===== src/rtl/logistic_pkg.sv =====
// logistic_pkg
//   Shared definitions for the Q8.8 logistic-map sequencer:
//   Q8.8 constants, the controller state encoding and a saturating helper.
package logistic_pkg;

    localparam logic [15:0] ONE_Q88 = 16'h0100;  // 1.0 in Q8.8
    localparam logic [15:0] R_MAX   = 16'h0400;  // 4.0 in Q8.8, top of the useful r range

    typedef enum logic [1:0] {
        ST_IDLE,
        ST_WARM,
        ST_RUN,
        ST_HOLD
    } state_t;

    // Clamp a Q8.8 value to 1.0.
    function automatic logic [15:0] sat_q88(input logic [15:0] v);
        return (v > ONE_Q88) ? ONE_Q88 : v;
    endfunction

endpackage


===== src/rtl/logistic_iter_dp.sv =====
// logistic_iter_dp
//   One logistic-map iteration y = r*x*(1-x) as a registered 2-stage pipeline.
//   A go pulse yields done (with y) exactly two cycles later; no control logic.
// Ports
//   clk    in   1   clock
//   reset  in   1   synchronous active-high reset
//   go     in   1   start an iteration on x, r
//   x      in   16  Q8.8 current iterate (0..1.0)
//   r      in   16  Q8.8 growth rate
//   done   out  1   y is valid this cycle
//   y      out  16  Q8.8 next iterate, saturated to 1.0
module logistic_iter_dp
    import logistic_pkg::*;
(
    input  logic        clk,
    input  logic        reset,
    input  logic        go,
    input  logic [15:0] x,
    input  logic [15:0] r,
    output logic        done,
    output logic [15:0] y
);

    logic [15:0] diff;
    logic [15:0] t_next;
    logic [15:0] y_next;
    logic [15:0] t_q;
    logic        v1_q;
    logic [15:0] y_q;
    logic        done_q;

    // x*(1-x) as Q0.16; peaks at 0x4000 for x = 0.5 so 16 bits suffice.
    assign diff   = ONE_Q88 - x;
    assign t_next = x * diff;
    // (r*t) >> 16 lands the Q8.8 * Q0.16 product back in Q8.8.
    assign y_next = sat_q88(16'((32'(r) * 32'(t_q)) >> 16));

    always_ff @(posedge clk) begin
        if (reset) begin
            t_q    <= '0;
            v1_q   <= 1'b0;
            y_q    <= '0;
            done_q <= 1'b0;
        end else begin
            t_q    <= t_next;
            v1_q   <= go;
            y_q    <= y_next;
            done_q <= v1_q;
        end
    end

    assign done = done_q;
    assign y    = y_q;

endmodule


===== src/rtl/logistic_seq_ctrl.sv =====
// logistic_seq_ctrl
//   Sequencer for the Q8.8 logistic-map chaos source. Takes a seed/r/warm-up
//   configuration, runs the iteration datapath, discards warm-up iterates,
//   streams later iterates and reseeds automatically when the orbit collapses.
// Ports
//   clk         in   1       clock
//   reset       in   1       synchronous active-high reset
//   cfg_valid   in   1       config offer
//   cfg_ready   out  1       high only in IDLE
//   cfg_seed    in   16      Q8.8 initial x (clamped to 1.0)
//   cfg_r       in   16      Q8.8 growth rate
//   cfg_warmup  in   W_WARM  iterations discarded before streaming
//   stop        in   1       abort to IDLE
//   out_valid   out  1       iterate available
//   out_ready   in   1       consumer accepts
//   out_data    out  16      Q8.8 iterate
//   busy        out  1       not IDLE
//   reseed_cnt  out  8       collapse reseeds since last config, saturating
module logistic_seq_ctrl
    import logistic_pkg::*;
#(
    parameter int unsigned W_WARM      = 8,
    parameter logic [15:0] RESEED_STEP = 16'h0013
) (
    input  logic              clk,
    input  logic              reset,
    input  logic              cfg_valid,
    output logic              cfg_ready,
    input  logic [15:0]       cfg_seed,
    input  logic [15:0]       cfg_r,
    input  logic [W_WARM-1:0] cfg_warmup,
    input  logic              stop,
    output logic              out_valid,
    input  logic              out_ready,
    output logic [15:0]       out_data,
    output logic              busy,
    output logic [7:0]        reseed_cnt
);

    state_t            state_q, state_d;
    logic [15:0]       seed_q, seed_d;
    logic [15:0]       r_q, r_d;
    logic [15:0]       x_q, x_d;
    logic [W_WARM-1:0] warm_q, warm_d;
    logic              pending_q, pending_d;
    logic              out_valid_q, out_valid_d;
    logic [15:0]       out_data_q, out_data_d;
    logic [7:0]        reseed_q, reseed_d;

    logic              go;
    logic              done;
    logic [15:0]       y;
    logic              collapse;
    logic [15:0]       next_seed;

    // Reseed value kept strictly inside 0x0001..0x00FF.
    function automatic logic [15:0] reseed_value(input logic [15:0] s);
        logic [15:0] v;
        v = s + RESEED_STEP;
        if (v > 16'h00FF) v = {8'h00, v[7:0]};
        if (v == 16'h0000) v = 16'h0001;
        return v;
    endfunction

    logistic_iter_dp u_dp (
        .clk   (clk),
        .reset (reset),
        .go    (go),
        .x     (x_q),
        .r     (r_q),
        .done  (done),
        .y     (y)
    );

    assign collapse  = (y == 16'h0000) || (y == x_q);
    assign next_seed = reseed_value(seed_q);

    always_ff @(posedge clk) begin
        if (reset) begin
            state_q     <= ST_IDLE;
            seed_q      <= '0;
            r_q         <= '0;
            x_q         <= '0;
            warm_q      <= '0;
            pending_q   <= 1'b0;
            out_valid_q <= 1'b0;
            out_data_q  <= '0;
            reseed_q    <= '0;
        end else begin
            state_q     <= state_d;
            seed_q      <= seed_d;
            r_q         <= r_d;
            x_q         <= x_d;
            warm_q      <= warm_d;
            pending_q   <= pending_d;
            out_valid_q <= out_valid_d;
            out_data_q  <= out_data_d;
            reseed_q    <= reseed_d;
        end
    end

    always_comb begin
        state_d     = state_q;
        seed_d      = seed_q;
        r_d         = r_q;
        x_d         = x_q;
        warm_d      = warm_q;
        pending_d   = pending_q;
        out_valid_d = out_valid_q;
        out_data_d  = out_data_q;
        reseed_d    = reseed_q;
        go          = 1'b0;

        if (stop) begin
            // pending is dropped so a done still in the pipe is ignored later.
            state_d     = ST_IDLE;
            out_valid_d = 1'b0;
            pending_d   = 1'b0;
        end else begin
            case (state_q)
                ST_IDLE: begin
                    if (cfg_valid) begin
                        r_d       = cfg_r;
                        seed_d    = sat_q88(cfg_seed);
                        x_d       = sat_q88(cfg_seed);
                        warm_d    = cfg_warmup;
                        reseed_d  = '0;
                        pending_d = 1'b0;
                        state_d   = (cfg_warmup != '0) ? ST_WARM : ST_RUN;
                    end
                end
                ST_WARM, ST_RUN: begin
                    if (pending_q && done) begin
                        pending_d = 1'b0;
                        if (collapse) begin
                            seed_d   = next_seed;
                            x_d      = next_seed;
                            reseed_d = (reseed_q == 8'hFF) ? 8'hFF : reseed_q + 8'd1;
                        end else if (state_q == ST_WARM) begin
                            x_d    = y;
                            warm_d = warm_q - 1'b1;
                            if (warm_q == W_WARM'(1)) state_d = ST_RUN;
                        end else begin
                            x_d         = y;
                            out_data_d  = y;
                            out_valid_d = 1'b1;
                            state_d     = ST_HOLD;
                        end
                    end else if (!pending_q) begin
                        go        = 1'b1;
                        pending_d = 1'b1;
                    end
                end
                ST_HOLD: begin
                    // go is raised in the accept cycle so the datapath captures
                    // it on the accept edge; this gives 3 cycles per sample.
                    if (out_ready) begin
                        out_valid_d = 1'b0;
                        state_d     = ST_RUN;
                        go          = 1'b1;
                        pending_d   = 1'b1;
                    end
                end
                default: state_d = ST_IDLE;
            endcase
        end
    end

    assign cfg_ready  = (state_q == ST_IDLE);
    assign busy       = (state_q != ST_IDLE);
    assign out_valid  = out_valid_q;
    assign out_data   = out_data_q;
    assign reseed_cnt = reseed_q;

endmodule


===== config.mk =====
export PLATFORM = sky130hd
export DESIGN_NAME = logistic_seq_ctrl
export DESIGN_NICKNAME = d
export VERILOG_FILES = /design/src/rtl/logistic_pkg.sv /design/src/rtl/logistic_iter_dp.sv /design/src/rtl/logistic_seq_ctrl.sv
export SDC_FILE = /design/constraint.sdc
export NUM_CORES = 1
export LEC_CHECK = 0
export ABC_AREA = 1
export ABC_CLOCK_PERIOD_IN_PS = 9500
export BUFFER_PORTS_ARGS = -buffer_cell sky130_fd_sc_hd__buf_2
export CORE_UTILIZATION = 51
export DETAILED_ROUTE_END_ITERATION = 10
export PLACE_DENSITY = 0.75
export SETUP_SLACK_MARGIN = 0.3
export SLEW_MARGIN = 20
export SYNTH_ARGS = -nofsm -noshare
export SYNTH_HDL_FRONTEND = slang
export SYNTH_HIERARCHICAL = 1
export SYNTH_SLANG_ARGS = --single-unit

===== constraint.sdc =====
create_clock -name clk -period 9.5 [get_ports clk]
set_clock_uncertainty 0.1 [all_clocks]
set_input_delay 0.95 -clock clk [delete_from_list [all_inputs] [get_ports clk]]
set_output_delay 0.95 -clock clk [all_outputs]
set_load 0.02 [all_outputs]

==> out/metrics.csv, run 1 <==
metric,value,unit
status,"finished, final reports clean",
period_share,77.38,%
area_growth,4.940,%
die_h,194.1,um
layout-drive-gt1-share,6.518,%
diodes,0,
synthArstFlopShare,0,%
coreArea,35910,um2
drcViolationCount,0,
ys.warnings.count,6,
synth_seq_cells,110,
finish.net_count,3168,
grt_pass1_wl,82.47,mm
powerDensity,133.4,nW/um2
yosysMostFrequentCell,nand2_1,
crit_slowest_cell,dfxtp_1,
place_congestion,0.9633,
worst_ep_required_time,9.67,ns
grt.overflow.total,0,
antenna_left,0,
cts_inserted_buffers,9,
yosysSeqAreaShare,11.70,%
synth_area,18820,um2
row_count,69,
min_path_type,flop to flop,
synth_cells,2684,
start_util,52.40,%
htree_levels,3,
routedWlPerCell,15.69,um
irDropWorstVdd,0.0001036,V
vias,16420,
routed_wl,49.36,mm
critPathMaxFanout,22,
synth_top_area_share,29.04,%
synth_edf_count,0,
cts.sinks,110,
cp-end-kind,flop,
synth_area_leaders,"fa_1 29%, nand2_1 15%, inv_1 13%",
synthTopCellsByCount,"732 x nand2_1, 645 x inv_1, 273 x fa_1, 197 x nor2_1, 170 x ha_1",
die_w,194.1,um
holdBufCountCts,0,
dieArea,37670,um2
finalSetupViolCount,0,
syn_avg_cell_area,7.012,um2
place_hpwl,39.69,mm
clockBufferDepth,2,
worst_skew_pair.late_latency,0.38,ns
postCtsSetupRepairBufs,0,
numPlacedInstances,3130,
finalHoldViolCount,0,
cts_resized,0,
leakagePower,11.22,nW
drtPass1Iterations,6,
start_kind,flop,
grt_pass1_vias,16940,
routed_via_density,5.218,
yosysTopAreaCell,fa_1,
worst_pin_slew,1.013,ns
grt_max_degree,55,
drv_slew,0,
critical_path_arrival,7.52,ns
tns,0,ns
path_class,flop to flop,
yosys.cell_types.count,54,
grt_antenna_before_repair,0,
cts_tree,yes,
cpPeakStageDelay,0.87,ns
fmax,136.0,MHz
grt_usage,27.17,%
cts_root_buf,clkbuf_16,
cpMostUsedCell,inv_1,
synth_top_flop_cell,dfxtp_1,
clk_pin_slew,0.09,ns
place_ws,2.219,ns
instances_no_fill,3146,
port_buffers,71,
pin_count,72,
slew_headroom,32.02,%
rsz0062_at_grt,false,
nFillCells,3417,
drt-initial-drc-count,950,
min_period,7.351,ns
cap_violations,0,
setup_ws,2.149,ns
==> registers in the layout (all words and copies together) (netlist names) <==
| name | count |
|---|---|
| out_data | 16 |
| r_q | 16 |
| u_dp/t_q | 16 |
| u_dp/y | 16 |
| x_q | 16 |
| reseed_cnt | 8 |
| seed_q | 8 |
| warm_q | 8 |
| state_q | 2 |
| out_valid | 1 |
| pending_q | 1 |
| u_dp/done | 1 |
| u_dp/v1_q | 1 |
==> metrics by stage <==
step	total power [mW]	area (um2)	hold WS [ns]	util [%]
finish	2.635	19750	0.3100	54.99
global route	2.884	19750	0.3273	54.99
CTS	2.643	19750	0.3105	54.99
detailed placement	2.177	19420	0.2961	54.06
global placement	2.146	19420	0.2915	54.06
floorplan	1.762	18840	0.2883	-
==> layer usage <==
| layer | wire [um] | vias up | global-route usage (%) |
|---|---|---|---|
| met5 | 0 | - | 0 |
| met4 | 1315 | 0 | 8.436 |
| met2 | 25120 | 506 | 49.93 |
| met1 | 20380 | 7911 | 32.79 |
| li1 | - | 7894 | - |
| met3 | 2545 | 106 | 3.496 |
==> cells in the final DEF (no fill, tap or decap), types with 16 or more instances in the layout <==
master   instances
a21oi_1         86
buf_2           71
dfxtp_1        110
fa_1           273
ha_1           170
inv_1          644
nand2_1        732
nand2_2         17
nand3_1        127
nand4_1         21
nor2_1         197
nor2_2          16
o21ai_0         67
==> worst max-delay path: cells and delay by family (launching register included) <==
kind,cells,cell delay (ns)
buffers and inverters,10,1.16
XOR/XNOR,2,0.44
flip-flops,1,0.87
adder cells (fa/ha/maj),8,3.66
AND/OR/NAND/NOR,10,0.84
AO/OA/AOI/OAI,1,0.17
==> logic make-up (layout without fill, tap and decap cells) <==
family / Yosys count / in the layout / share of synthesized area (%)
flip-flops: 110 / 110 / 11.70
buffers and inverters: 759 / 754 / 15.44
XOR/XNOR: 18 / 18 / 0.8377
AO/OA/AOI/OAI: 201 / 201 / 5.997
other: 1 / 7 / 0.01993
adder cells (fa/ha/maj): 443 / 443 / 40.34
AND/OR/NAND/NOR: 1151 / 1151 / 25.61
multiplexers: 1 / 1 / 0.05319
==> layout make-up <==
class                   count  area [um2]  area share [%]
clock inverters             7       107.6          0.5449
inverters                 658        2475           12.53
well taps                 461       576.8           2.921
flip-flops and latches    110        2202           11.15
multi-input cells        1821       13740           69.57
repair buffers             80       422.9           2.141
clock buffers               9       225.2           1.140
==> where the power goes <==
group	internal [mW]	switching [mW]	leakage, nW
Clock	0.216	0.222	0.160
Combinational	0.531	0.914	10.2
Sequential	0.519	0.233	0.898
==> final timing paths <==
| path | slack, ns | start | cells after the start | endpoint |
|---|---|---|---|---|
| hold reg to reg | 0.31 | u_dp/v1_q$_SDFF_PP0_ | 2 | u_dp/done$_SDFF_PP0_ |
| hold / removal | 0.31 | u_dp/v1_q$_SDFF_PP0_ | 2 | u_dp/done$_SDFF_PP0_ |
| setup / recovery | 2.15 | x_q[0]$_SDFFE_PP0P_ | 31 | u_dp/t_q[15]$_SDFF_PP0_ |
| setup reg to reg | 2.15 | x_q[0]$_SDFFE_PP0P_ | 31 | u_dp/t_q[15]$_SDFF_PP0_ |
No activity file was read; power rests on OpenSTA's default activity.
==> run 2, diff against run 1 <==
--- a/config.mk
+++ b/config.mk
@@ -5,8 +5,8 @@
 export SDC_FILE = /design/constraint.sdc
 export NUM_CORES = 1
 export LEC_CHECK = 0
-export ABC_AREA = 1
-export ABC_CLOCK_PERIOD_IN_PS = 9500
+export ABC_AREA = 0
+export ABC_CLOCK_PERIOD_IN_PS = 7400
 export BUFFER_PORTS_ARGS = -buffer_cell sky130_fd_sc_hd__buf_2
 export CORE_UTILIZATION = 51
 export DETAILED_ROUTE_END_ITERATION = 10
==> constraint.sdc (replaced) <==
create_clock -name clk -period 7.4 [get_ports clk]
set_clock_uncertainty 0.1 [all_clocks]
set_input_delay 0.74 -clock clk [delete_from_list [all_inputs] [get_ports clk]]
set_output_delay 0.74 -clock clk [all_outputs]
set_load 0.02 [all_outputs]
==> out/metrics.csv, run 2 <==
metric,value,unit,change
cap_violations,0,,unchanged
place_congestion,0.9371,,-2.7%
slew_headroom,42.35,%,+10 points
pin_count,72,,unchanged
routed_wl,44.16,mm,-11%
port_buffers,71,,unchanged
synthSimpleGateAreaFrac,20.88,%,-4.7 points
place_hpwl,35.09,mm,-12%
finalHoldViolCount,0,,unchanged
irDropWorstVdd,0.0001509,V,+46%
finish.net_count,2597,,-18%
synthArstFlopShare,0,%,unchanged
syn_avg_cell_area,8.531,um2,+22%
yosysTopAreaCell,fa_1,,
synth_top_family_by_area,adder cells,,
layout-drive-gt1-share,8.136,%,+1.6 points
dieArea,35530,um2,-5.7%
critical_path_arrival,6.91,ns,-0.61 ns
powerDensity,101.6,nW/um2,-24%
worstRegToRegCells,19,,-39%
routedWlPerCell,17.23,um,+9.8%
cp-end-kind,flop,,
synth.area.mux_share,1.192,%,+1.1 points
drcViolationCount,0,,unchanged
worst_pin_slew,0.8648,ns,-0.1486 ns
synth_top_area_share,30.81,%,+1.8 points
cts_tree,yes,,
r2r_end,u_dp/y[6]$_SDFF_PP0_,,
die_h,188.5,um,-2.9%
clk_pin_slew,0.09,ns,about the same
synth_area_leaders,"fa_1 31%, dfxtp_1 12%, ha_1 12%",,
min_period,6.748,ns,-0.6032 ns
grt_pass1_vias,14860,,-12%
synth_cells,2079,,-23%
rr_startpoint,u_dp/t_q[13]$_SDFF_PP0_,,
worst_ep_required_time,7.57,ns,-2.10 ns
critPathMaxFanout,10,,-55%
worst_skew_pair.late_latency,0.38,ns,about the same
cts.sinks,110,,unchanged
final_area,18980,um2,-3.9%
grt.overflow.total,0,,unchanged
ff2ff_setup_slack,0.65,ns,-1.50 ns
nFillCells,3069,,-10%
synth_edf_count,0,,unchanged
leakagePower,9.283,nW,-17%
row_count,67,,-2.9%
min_path_type,flop to flop,,
drv_slew,0,,unchanged
start_util,52.37,%,about the same
antenna_left,0,,unchanged
drt-initial-drc-count,1015,,+6.8%
synthTopCellsByCount,"359 x inv_1, 281 x nand2_1, 273 x fa_1, 170 x ha_1, 133 x and2_1",,
grt_pass1_wl,73.73,mm,-11%
drtPass1Iterations,5,,-1
yosysMostFrequentCell,inv_1,,
routed_via_density,5.615,,+7.6%
hp-start,u_dp/v1_q$_SDFF_PP0_,,
yosysSeqAreaShare,12.42,%,+0.71 points
final_cell_mix,"359 x inv_1, 281 x nand2_1, 273 x fa_1",,
synth_area,17740,um2,-5.8%
synth_xor_area_share,3.767,%,+2.9 points
grt_usage,25.65,%,-1.5 points
yosys.cell_types.count,81,,+50%
cts_root_buf,clkbuf_16,,
synth_top_flop_cell,dfxtp_1,,
start_kind,flop,,
synth_seq_cells,110,,unchanged
htree_levels,3,,unchanged
fmax,148.2,MHz,+8.9%
status,"finished, final reports clean",,
cts_inserted_buffers,9,,unchanged
synth-adder-area-share,42.81,%,+2.5 points
period_share,91.19,%,+14 points
clockBufferDepth,2,,unchanged
final_common_cell,inv_1,,
coreArea,33870,um2,-5.7%
tns,0,ns,unchanged
synth-compound-area-share,9.220,%,+3.2 points
grt_antenna_before_repair,0,,unchanged
ys.warnings.count,6,,unchanged
hold_path_end,u_dp/done$_SDFF_PP0_,,
vias,14390,,-12%
area_growth,6.999,%,
rsz0062_at_grt,true,,
whs_path_depth,1,,-1
finalSetupViolCount,0,,unchanged
path_class,flop to flop,,
die_w,188.5,um,-2.9%
grt_max_degree,77,,+40%
place_area,18570,um2,-4.3%
[run 2: changes by cell type in the layout (fill, tap and decap cells not counted), moves of 35 or more]
cell	delta
nand3_1	-97
nand2_1	-451
nor2_1	-102
nand2b_1	+46
and2_1	+131
o21ai_0	-35
inv_1	-285
[run 2: worst max path at each step]
stage	startpoint	endpoint	slack, ns	depth (start not counted)
after floorplan	x_q[1]$_SDFFE_PP0P_	u_dp/t_q[15]$_SDFF_PP0_	0.41	26
after global placement	x_q[5]$_SDFFE_PP0P_	u_dp/t_q[15]$_SDFF_PP0_	0.59	24
after detailed placement	x_q[5]$_SDFFE_PP0P_	u_dp/t_q[15]$_SDFF_PP0_	0.42	24
after CTS	x_q[5]$_SDFFE_PP0P_	u_dp/t_q[15]$_SDFF_PP0_	0.39	24
after global routing	r_q[2]$_SDFFE_PP0P_	u_dp/y[6]$_SDFF_PP0_	0.30	19
final	u_dp/t_q[13]$_SDFF_PP0_	u_dp/y[6]$_SDFF_PP0_	0.65	19
[run 2: logic make-up (layout without fill, tap and decap cells)]
family | count (synthesis) | in the layout
XOR/XNOR | 70 | 70
AO/OA/AOI/OAI | 243 | 243
adder cells (fa/ha/maj) | 443 | 443
flip-flops | 110 | 110
other | 1 | 8
buffers and inverters | 453 | 482
multiplexers | 21 | 21
AND/OR/NAND/NOR | 738 | 738
[run 2: final cells by class]
type | count | area (um2) | share of cell area, %
Inverter | 361 | 1355 | 7.140
Clock inverter | 7 | 86.33 | 0.4549
Antenna cell | 1 | 2.502 | 0.01319
Sequential cell | 110 | 2248 | 11.85
Clock buffer | 9 | 225.2 | 1.187
Multi-Input combinational cell | 1522 | 13880 | 73.17
Timing Repair Buffer | 105 | 614.3 | 3.237
Tap cell | 448 | 560.5 | 2.954
[run 2: timing repair]
item | 4_1_cts | 5_1_grt
setup buffers | 0 | 0
hold buffers | 0 | 0
resized for setup | 0 | 42
endpoints found under the setup margin | 0 | 10
[run 2: metrics by stage]
step	power [mW]	setup slack [ns]	std cells	hold WS [ns]	util [%]
finish	1.929	0.6518	2563	0.3521	56.03
global route	2.048	0.3026	2562	0.3691	56.03
CTS	1.923	0.3915	2562	0.3589	55.76
detailed placement	1.402	0.4188	2546	0.3329	54.84
global placement	1.384	0.5947	2546	0.3301	54.84
floorplan	1.186	0.4060	2085	0.3138	-
[run 2: critical path, stage by stage, from the launching register on]
cell,delay [ns]
dfxtp_1,0.63
buf_4,0.27
and2_1,0.18
fa_1,0.42
fa_1,0.46
fa_1,0.52
fa_1,0.43
fa_1,0.49
inv_1,0.05
fa_1,0.47
inv_1,0.04
ha_1,0.38
nand2_1,0.14
a21oi_1,0.25
nand2b_1,0.23
o311ai_0,0.16
a2111oi_0,0.44
nand3_1,0.15
or3_1,0.49
nor4_1,0.34
[run 2: routing by layer]
metal  wire length (um)  vias to the layer above  global-route usage, %
li1                   -                     6669                      -
met1              19040                     7132                  34.25
met2              21030                      510                  42.75
met3               2921                       79                  3.744
met4               1177                        0                  8.282
met5                  0                        -                      0
[run 2: report_power, final]
part           total, mW  switching (mW)  internal (mW)
Combinational      0.665           0.396          0.269
Sequential         0.742           0.113          0.630
Clock              0.522           0.277          0.245
Total               1.93           0.786           1.14
